$ cat src/rtl/input_conditioner.sv
// Per-channel synchroniser, debouncer and edge detector for raw async inputs.
// Emits a clean level plus registered single-cycle rise/fall/selected pulses.
module input_conditioner #(
  parameter int WIDTH           = 1,
  parameter int SYNC_STAGES     = 2,
  parameter int DEBOUNCE_CYCLES = 1000,
  parameter int EDGE_MODE       = 0
) (
  input  logic             clk,
  input  logic             reset,
  input  logic [WIDTH-1:0] raw_i,
  output logic [WIDTH-1:0] level_o,
  output logic [WIDTH-1:0] rise_o,
  output logic [WIDTH-1:0] fall_o,
  output logic [WIDTH-1:0] pulse_o
);

  localparam int CW = $clog2(DEBOUNCE_CYCLES + 1);
  localparam logic [CW-1:0] LAST = CW'(DEBOUNCE_CYCLES - 1);

  logic [SYNC_STAGES-1:0][WIDTH-1:0] sync_q, sync_d;
  logic [WIDTH-1:0][CW-1:0] cnt_q, cnt_d;
  logic [WIDTH-1:0] level_q, level_d;
  logic [WIDTH-1:0] rise_q, rise_d;
  logic [WIDTH-1:0] fall_q, fall_d;
  logic [WIDTH-1:0] pulse_q, pulse_d;
  logic [WIDTH-1:0] sync;

  assign sync = sync_q[SYNC_STAGES-1];

  always_comb begin
    sync_d[0] = raw_i;
    for (int s = 1; s < SYNC_STAGES; s++) begin
      sync_d[s] = sync_q[s-1];
    end
  end

  // Count only while the synchronised input disagrees with the level.
  always_comb begin
    cnt_d   = cnt_q;
    level_d = level_q;
    rise_d  = '0;
    fall_d  = '0;
    for (int i = 0; i < WIDTH; i++) begin
      if (sync[i] == level_q[i]) begin
        cnt_d[i] = '0;
      end else if (cnt_q[i] == LAST) begin
        cnt_d[i]   = '0;
        level_d[i] = sync[i];
        rise_d[i]  = sync[i];
        fall_d[i]  = ~sync[i];
      end else begin
        cnt_d[i] = cnt_q[i] + CW'(1);
      end
    end
  end

  always_comb begin
    pulse_d = rise_d;
    if (EDGE_MODE == 1) begin
      pulse_d = fall_d;
    end else if (EDGE_MODE == 2) begin
      pulse_d = rise_d | fall_d;
    end
  end

  always_ff @(posedge clk or posedge reset) begin
    if (reset) begin
      sync_q  <= '0;
      cnt_q   <= '0;
      level_q <= '0;
      rise_q  <= '0;
      fall_q  <= '0;
      pulse_q <= '0;
    end else begin
      sync_q  <= sync_d;
      cnt_q   <= cnt_d;
      level_q <= level_d;
      rise_q  <= rise_d;
      fall_q  <= fall_d;
      pulse_q <= pulse_d;
    end
  end

  assign level_o = level_q;
  assign rise_o  = rise_q;
  assign fall_o  = fall_q;
  assign pulse_o = pulse_q;

endmodule

$ cat config.mk
export PLATFORM = sky130hd
export DESIGN_NAME = input_conditioner
export DESIGN_NICKNAME = d
export VERILOG_FILES = /design/src/rtl/input_conditioner.sv
export SDC_FILE = /design/constraint.sdc
export NUM_CORES = 1
export LEC_CHECK = 0
export BUFFER_PORTS_ARGS = -buffer_cell sky130_fd_sc_hd__buf_2
export CORE_MARGIN = 2
export CORE_UTILIZATION = 54
export DETAILED_ROUTE_END_ITERATION = 10
export PLACE_DENSITY = 0.74
export SYNTH_ARGS = -nofsm -noshare
export SYNTH_HDL_FRONTEND = slang
export SYNTH_SLANG_ARGS = --single-unit
$ cat constraint.sdc
create_clock -name clk -period 2 [get_ports clk]
set_input_delay 0.4 -clock clk [delete_from_list [all_inputs] [get_ports clk]]
set_output_delay 0.4 -clock clk [all_outputs]
set_load 0.1 [all_outputs]
# ---- Yosys cells after proc, flatten, opt, wreduce, memory -nomap -nowiden
# Index checks and enable logic that the tools add are counted.
dict set report word_totals {
  ff_bits 15
  output_inout_bits 4
}
dict set report classes {
  reduce_logical 1
  bitwise_logic 2
  add_sub_neg 1
  mux 6
  eq_ne 2
}
# cell n
set op_table {}
lappend op_table {{$mux W10} 2}
lappend op_table {{$add A10 B1 Y10 const B} 1}
lappend op_table {{$eq A10 B10 Y1 const B} 1}
lappend op_table {{$mux W1} 4}
lappend op_table {{$not A1 Y1} 2}
lappend op_table {{$reduce_and A2 Y1} 1}
lappend op_table {{$eq A1 B1 Y1} 1}

# ---- Depth between registers and ports, before layout
# Gate-level depths: netlist of run 1.
dict set report logic_depth {
  ltp_word 3
  ltp_mapped 5
  ltp_nobuf 4
}

# ---- Worst setup path after synthesis of run 1
# OpenSTA, ideal clock, no wires.
dict set report synth_path {
  path_kind {reg-to-output}
  from {register pulse_o (netlist name)}
  to {output rise_o}
  t_arrival_ns 1.324
  setup_slack_ns 0.276
  stages_incl_launch_ff 2
  t_required_ns 1.600
  path_buffers 1
  cell_sequence {dfrtp_1 buf_4}
}
# element line_no
set synth_lines {}
lappend synth_lines {{end, declared} 13} ;# output logic [WIDTH-1:0] rise_o,

# ---- Worst setup path in the final report of run 1
dict set report layout_path {
  from {register level_q (netlist: level_o)}
  to {output level_o}
}
# element line_no
set layout_lines {}
lappend layout_lines {{start, declared} 23} ;# logic [WIDTH-1:0] level_q, level_d;
lappend layout_lines {{start signal, assigned} 78} ;# level_q <= level_d;
lappend layout_lines {{end, declared} 12} ;# output logic [WIDTH-1:0] level_o,
# No word-level cell between the ends.

==> results of run 1 <==
final timing paths:
check | start | end | slack (ns) | depth (start not counted)
max | level_o | level_o | 0.46 | 1
max reg2reg | cnt_q[0] | level_o | 0.51 | 4
min in group clk | raw_i | sync_d[1] | 0.22 | 1
min | reset | cnt_q[2] | 0.14 | 2
min reg2reg | sync_d[1] | sync | 0.37 | 0
max in group asynchronous | reset | cnt_q[6] | 1.50 | 2
Yosys cell counts:
library cell / count / area, µm²
nor3b_4: 1 / 18.8
nand2_1: 2 / 7.51
a311oi_1: 2 / 17.5
inv_1: 2 / 7.51
dfrtp_1: 15 / 375
nand4_2: 1 / 12.5
a31oi_1: 1 / 6.26
a31o_2: 1 / 8.76
and3_1: 1 / 6.26
or3_1: 2 / 12.5
nand3_2: 2 / 20.0
a22o_1: 1 / 8.76
o21ai_0: 2 / 10.0
nor2_1: 5 / 18.8
o31ai_1: 1 / 7.51
xor2_1: 2 / 17.5
or4_4: 1 / 11.3
buf_4: 3 / 22.5
a21oi_2: 1 / 8.76
a21oi_1: 3 / 15.0
buf_2: 1 / 5.00
ha_1: 1 / 12.5
a21o_1: 1 / 7.51
and4_2: 1 / 10.0
nor3b_1: 2 / 15.0
mux2_1: 1 / 11.3
nand3_1: 3 / 15.0
and3_2: 1 / 7.51
xnor2_1: 2 / 17.5
metal layers:
layer	global-route usage (%)	part of all wire, %	vias to the layer above
met3	3.33	2.8	2
met1	22.9	48	237
met4	10.0	0.75	0
met5	0	0	-
met2	29.8	49	9
li1	-	-	235
area by class of cell:
class	instances	area share (%)
multi-input cells	41	39.9
flip-flops and latches	15	49.3
inverters	2	0.985
repair buffers	6	3.94
well taps	15	2.46
clock buffers	4	3.45
metrics by stage:
stage / cells / utilization, % / setup slack, ns / instance area (µm²) / hold slack (ns)
2_1_floorplan: 62 / - / 0.276 / 714 / 0.301
3_3_place_gp: 79 / 58.0 / 0.592 / 736 / 0.332
3_5_place_dp: 79 / 58.0 / 0.529 / 736 / 0.354
4_1_cts: 83 / 60.1 / 0.441 / 762 / 0.157
5_1_grt: 83 / 60.1 / 0.406 / 762 / 0.204
6_report: 83 / 60.1 / 0.457 / 762 / 0.143
sequential cells by signal (all words and copies together) (netlist names):
| register | cells |
|---|---|
| cnt_q | 10 |
| fall_o | 1 |
| level_o | 1 |
| pulse_o | 1 |
| sync | 1 |
| sync_d | 1 |
cell families (layout without fill, tap and decap cells):
kind of cell               after synthesis  after routing
and+or+nand+nor                         22             22
xor gates and xnor gates                 4              4
adders and majority gates                1              1
buffers and inverters                    6             12
AOI/OAI and AO/OA                       13             13
muxes                                    1              1
DFF                                     15             15
placed cells by master, fill, tap and decap left out, types with 2 or more instances in the layout:
cell type  instances
a311oi_1           2
nor3b_1            2
xor2_1             2
nand3_1            3
nor2_1             5
clkbuf_4           3
nand2_1            2
o21ai_0            2
nand3_2            2
dfrtp_1           15
inv_1              2
buf_2              6
or3_1              2
a21oi_1            3
xnor2_1            2
report_power, final:
| part | internal, mW | switching, mW |
|---|---|---|
| Clock | 0.0774 | 0.0939 |
| Sequential | 0.310 | 0.00769 |
| Combinational | 0.00826 | 0.0144 |
==> metrics.yaml, run 1 <==
run_status: "complete, no violations"
hold_path.class: "in2async"
postCtsHoldBufs: 0
skew_ns: 0.00416
dr.pass1.iters: 4
clockBufferDepth: 2
synth_nets: 66
dieArea_um2: 1630
cts-root-buf: "clkbuf_4"
gr-total-overflow: 0
setup_tns_ns: 0
worstPathArrival_ns: 1.14
dieHeight_um: 40.4
fin_crit_sh_pct: 77.2
hold_viol_final: 0
yosysWarningCount: 0
port_buffers: 6
cts_tree: "built"
io_pins: 7
fin_crit_ns: 1.54
worstPathRequired_ns: 1.60
track_usage_pct: 18.4
slowest_delay_ns: 0.45
antenna_found_initial: 0
htreeDepth: 1
synth-xor-area-share_pct: 4.90
antennaDiodeCount: 0
yosys.area_share.simple_pct: 21.7
rsz0062_at_grt: "no"
cp_slowest_cell: "buf_2"
dp.final_hpwl_um: 873
ys_seq_area_share_pct: 52.5
p_leak_nw: 0.352
final-seq-area_um2: 375
critPathKind: "reg2out"
cts_resized: 0
max-vdd-ir-drop_uv: 399
max_cap_violations: 0
cpLargestDelayFamily: "buffers and inverters"
total_power_mw: 0.512
drive_gt1_share_pct: 26.5
power_density_nw_per_um2: 671
cp_max_fo: 5
synth.distinct_cells: 29
num-fill-cells: 109
grt_pass1_wl_mm: 1.92
syn_inst: 62
multiInputGateArea_um2: 304
vias_per_cell: 5.82
setup_viol: 0
synth-compound-area-share_pct: 12.6
core_region_area_um2: 1270
worstMarginPinSlew_ns: 0.541
synth_fa_ha_area_share_pct: 1.75
post_cts_buffers: 0
grt_start_max_net_pins: 16
path_clk_slew_ns: 0.09
slew_viol_final: 0
fin_nets: 73
crit_path_start_kind: "flip-flop"
initial_utilization_pct: 56.3
rows: 13
crit_buf_inv: 1
syn_area_um2: 714
synth_top_family_by_area: "simple AND/OR/NAND/NOR gates"
avgSynthCellArea_um2: 11.5
crit_chain: "buf_2"
antenna_left: 0
grt_pass1_vias: 458
syn2layout_area_growth_pct: 6.66
post_drt_wl_per_cell_um: 14.4
drt-total-wl_mm: 1.20
relSlewSlack_pct: 63.9
end_kind: "output port"
synth_mux_area_share_pct: 1.58
place.gp.congestion: 0.728
drc_errors: 0
vias: 483
cts.sinks: 15
clk_latency_ns: 0.28
cts_made_buffers: 3
drt_iter0_drc: 8
die_w_um: 40.4
timing.fmax_mhz: 648
ys_ff_latch: 15
(Power assumes the default switching activity.)
==> run 2: changes to the inputs <==
==> constraint.sdc (replaced) <==
create_clock -name clk -period 1.5 [get_ports clk]
set_input_delay 0.3 -clock clk [delete_from_list [all_inputs] [get_ports clk]]
set_output_delay 0.3 -clock clk [all_outputs]
set_load 0.1 [all_outputs]
==> metrics.yaml, run 2 (synthesized netlist as in run 1, its figures left out) <==
drt-total-wl_mm: 1.14
fin_crit_ns: 1.42
timing.critical_path.from: "level_o"
port_buffers: 6
timing.fmax_mhz: 706
vias_per_cell: 5.72
drive_gt1_share_pct: 32.9
timing.rr.end: "level_o"
layout_common_cells: "13 x dfrtp_1, 6 x buf_2, 5 x nor2_1"
reg2reg_depth: 4
dieArea_um2: 1630
clockBufferDepth: 2
slew_viol_final: 0
slowest_delay_ns: 0.43
track_usage_pct: 18.1
fin_crit_sh_pct: 94.5
run_status: "complete, no violations"
fin_nets: 75
relSlewSlack_pct: 62.5
final_common_cell: "dfrtp_1"
max_cap_violations: 0
antenna_found_initial: 0
largest_register_ffs: 10
cts_made_buffers: 3
critPathKind: "reg2out"
crit_chain: "buf_2"
crit_path_start_kind: "flip-flop"
setup_tns_ns: 0
die_w_um: 40.4
core_region_area_um2: 1270
drc_errors: 0
rsz0062_at_grt: "no"
place.gp.congestion: 0.724
post_drt_wl_per_cell_um: 13.4
dieHeight_um: 40.4
reg2reg_from: "cnt_q[1]"
dp.final_hpwl_um: 800
antennaDiodeCount: 0
initial_utilization_pct: 56.3
drt_iter0_drc: 3
power_density_nw_per_um2: 876
end_kind: "output port"
worstPathRequired_ns: 1.20
grt_start_max_net_pins: 16
cp_max_fo: 5
multiInputGateArea_um2: 305
path_depth: 1
htreeDepth: 1
crit_buf_inv: 1
post_cts_buffers: 0
hold_path.class: "in2async"
setup_viol: 0
cts.sinks: 15
worstMarginPinSlew_ns: 0.561
syn2layout_area_growth_pct: 9.28
dr.pass1.iters: 4
total_power_mw: 0.684
final-seq-area_um2: 378
cp_slowest_cell: "buf_2"
gr-total-overflow: 0
io_pins: 7
worstPathArrival_ns: 1.12
skew_ns: 0.00135
num-fill-cells: 111
path_clk_slew_ns: 0.08
top_register: "cnt_q"
clk_latency_ns: 0.28
max-vdd-ir-drop_uv: 652
p_leak_nw: 0.358
cts_tree: "built"
cpLargestDelayFamily: "buffers and inverters"
grt_pass1_vias: 446
cts-root-buf: "clkbuf_4"
crit_path_end: "level_o"
grt_pass1_wl_mm: 1.84
vias: 486
rows: 13
fin_hold_ws_ns: 0.0559
placedCellCount: 81
antenna_left: 0
fin_cells: 85
rrSetupSlack_ns: 0.10
hold_viol_final: 0
## run 2: changes by cell type in the layout (fill, tap and decap cells not counted)
cell / previous run / this run
dfrtp_2: 0 / 2
dfrtp_1: 15 / 13
and3_1: 1 / 0
buf_4: 0 / 2
and3_2: 1 / 2
## run 2: per-layer routing
metal  GRT usage, %  part of all wire (%)  vias up
li1               -                     -      240
met1           21.3                    48      231
met2           28.2                    45       10
met3           3.33                   3.4        5
met4           15.0                   3.5        0
met5              0                     0        -
## run 2: metrics by stage
step                      cell area (µm²)  utilization (%)  worst slack, ns
after CTS                             779             61.4           0.0702
final                                 781             61.5           0.0826
after global routing                  781             61.5           0.0356
after floorplan                       717                -           0.0699
after detailed placement              753             59.4           0.0839
after global placement                753             59.4            0.110
## run 2: worst min-delay path by stage
stage,end,slack (ns),cells after the start
final,cnt_q[3],0.06,2
after global routing,cnt_q[5],0.1,2
after CTS,cnt_q[5],0.07,2
after detailed placement,sync,0.34,0
after global placement,sync,0.33,0
after floorplan,cnt_q[0],0.20,1
## run 2: timing repair
item / 4_1_cts / 5_1_grt
resized for setup: 0 / 1
setup endpoints to repair: 0 / 1
hold buffers: 0 / 0
## run 2: cell type report
type | count | share of cell area, %
Clock buffer | 4 | 3.37
Inverter | 2 | 0.962
Multi-Input combinational cell | 41 | 39.1
Sequential cell | 15 | 48.4
Tap cell | 15 | 2.40
Timing Repair Buffer | 8 | 5.77
## run 2: power breakdown
group / leakage (nW) / total, mW / switching (mW) / internal (mW)
Clock: 0.0150 / 0.228 / 0.125 / 0.103
Combinational: 0.144 / 0.0345 / 0.0211 / 0.0134
Sequential: 0.199 / 0.422 / 0.00845 / 0.413
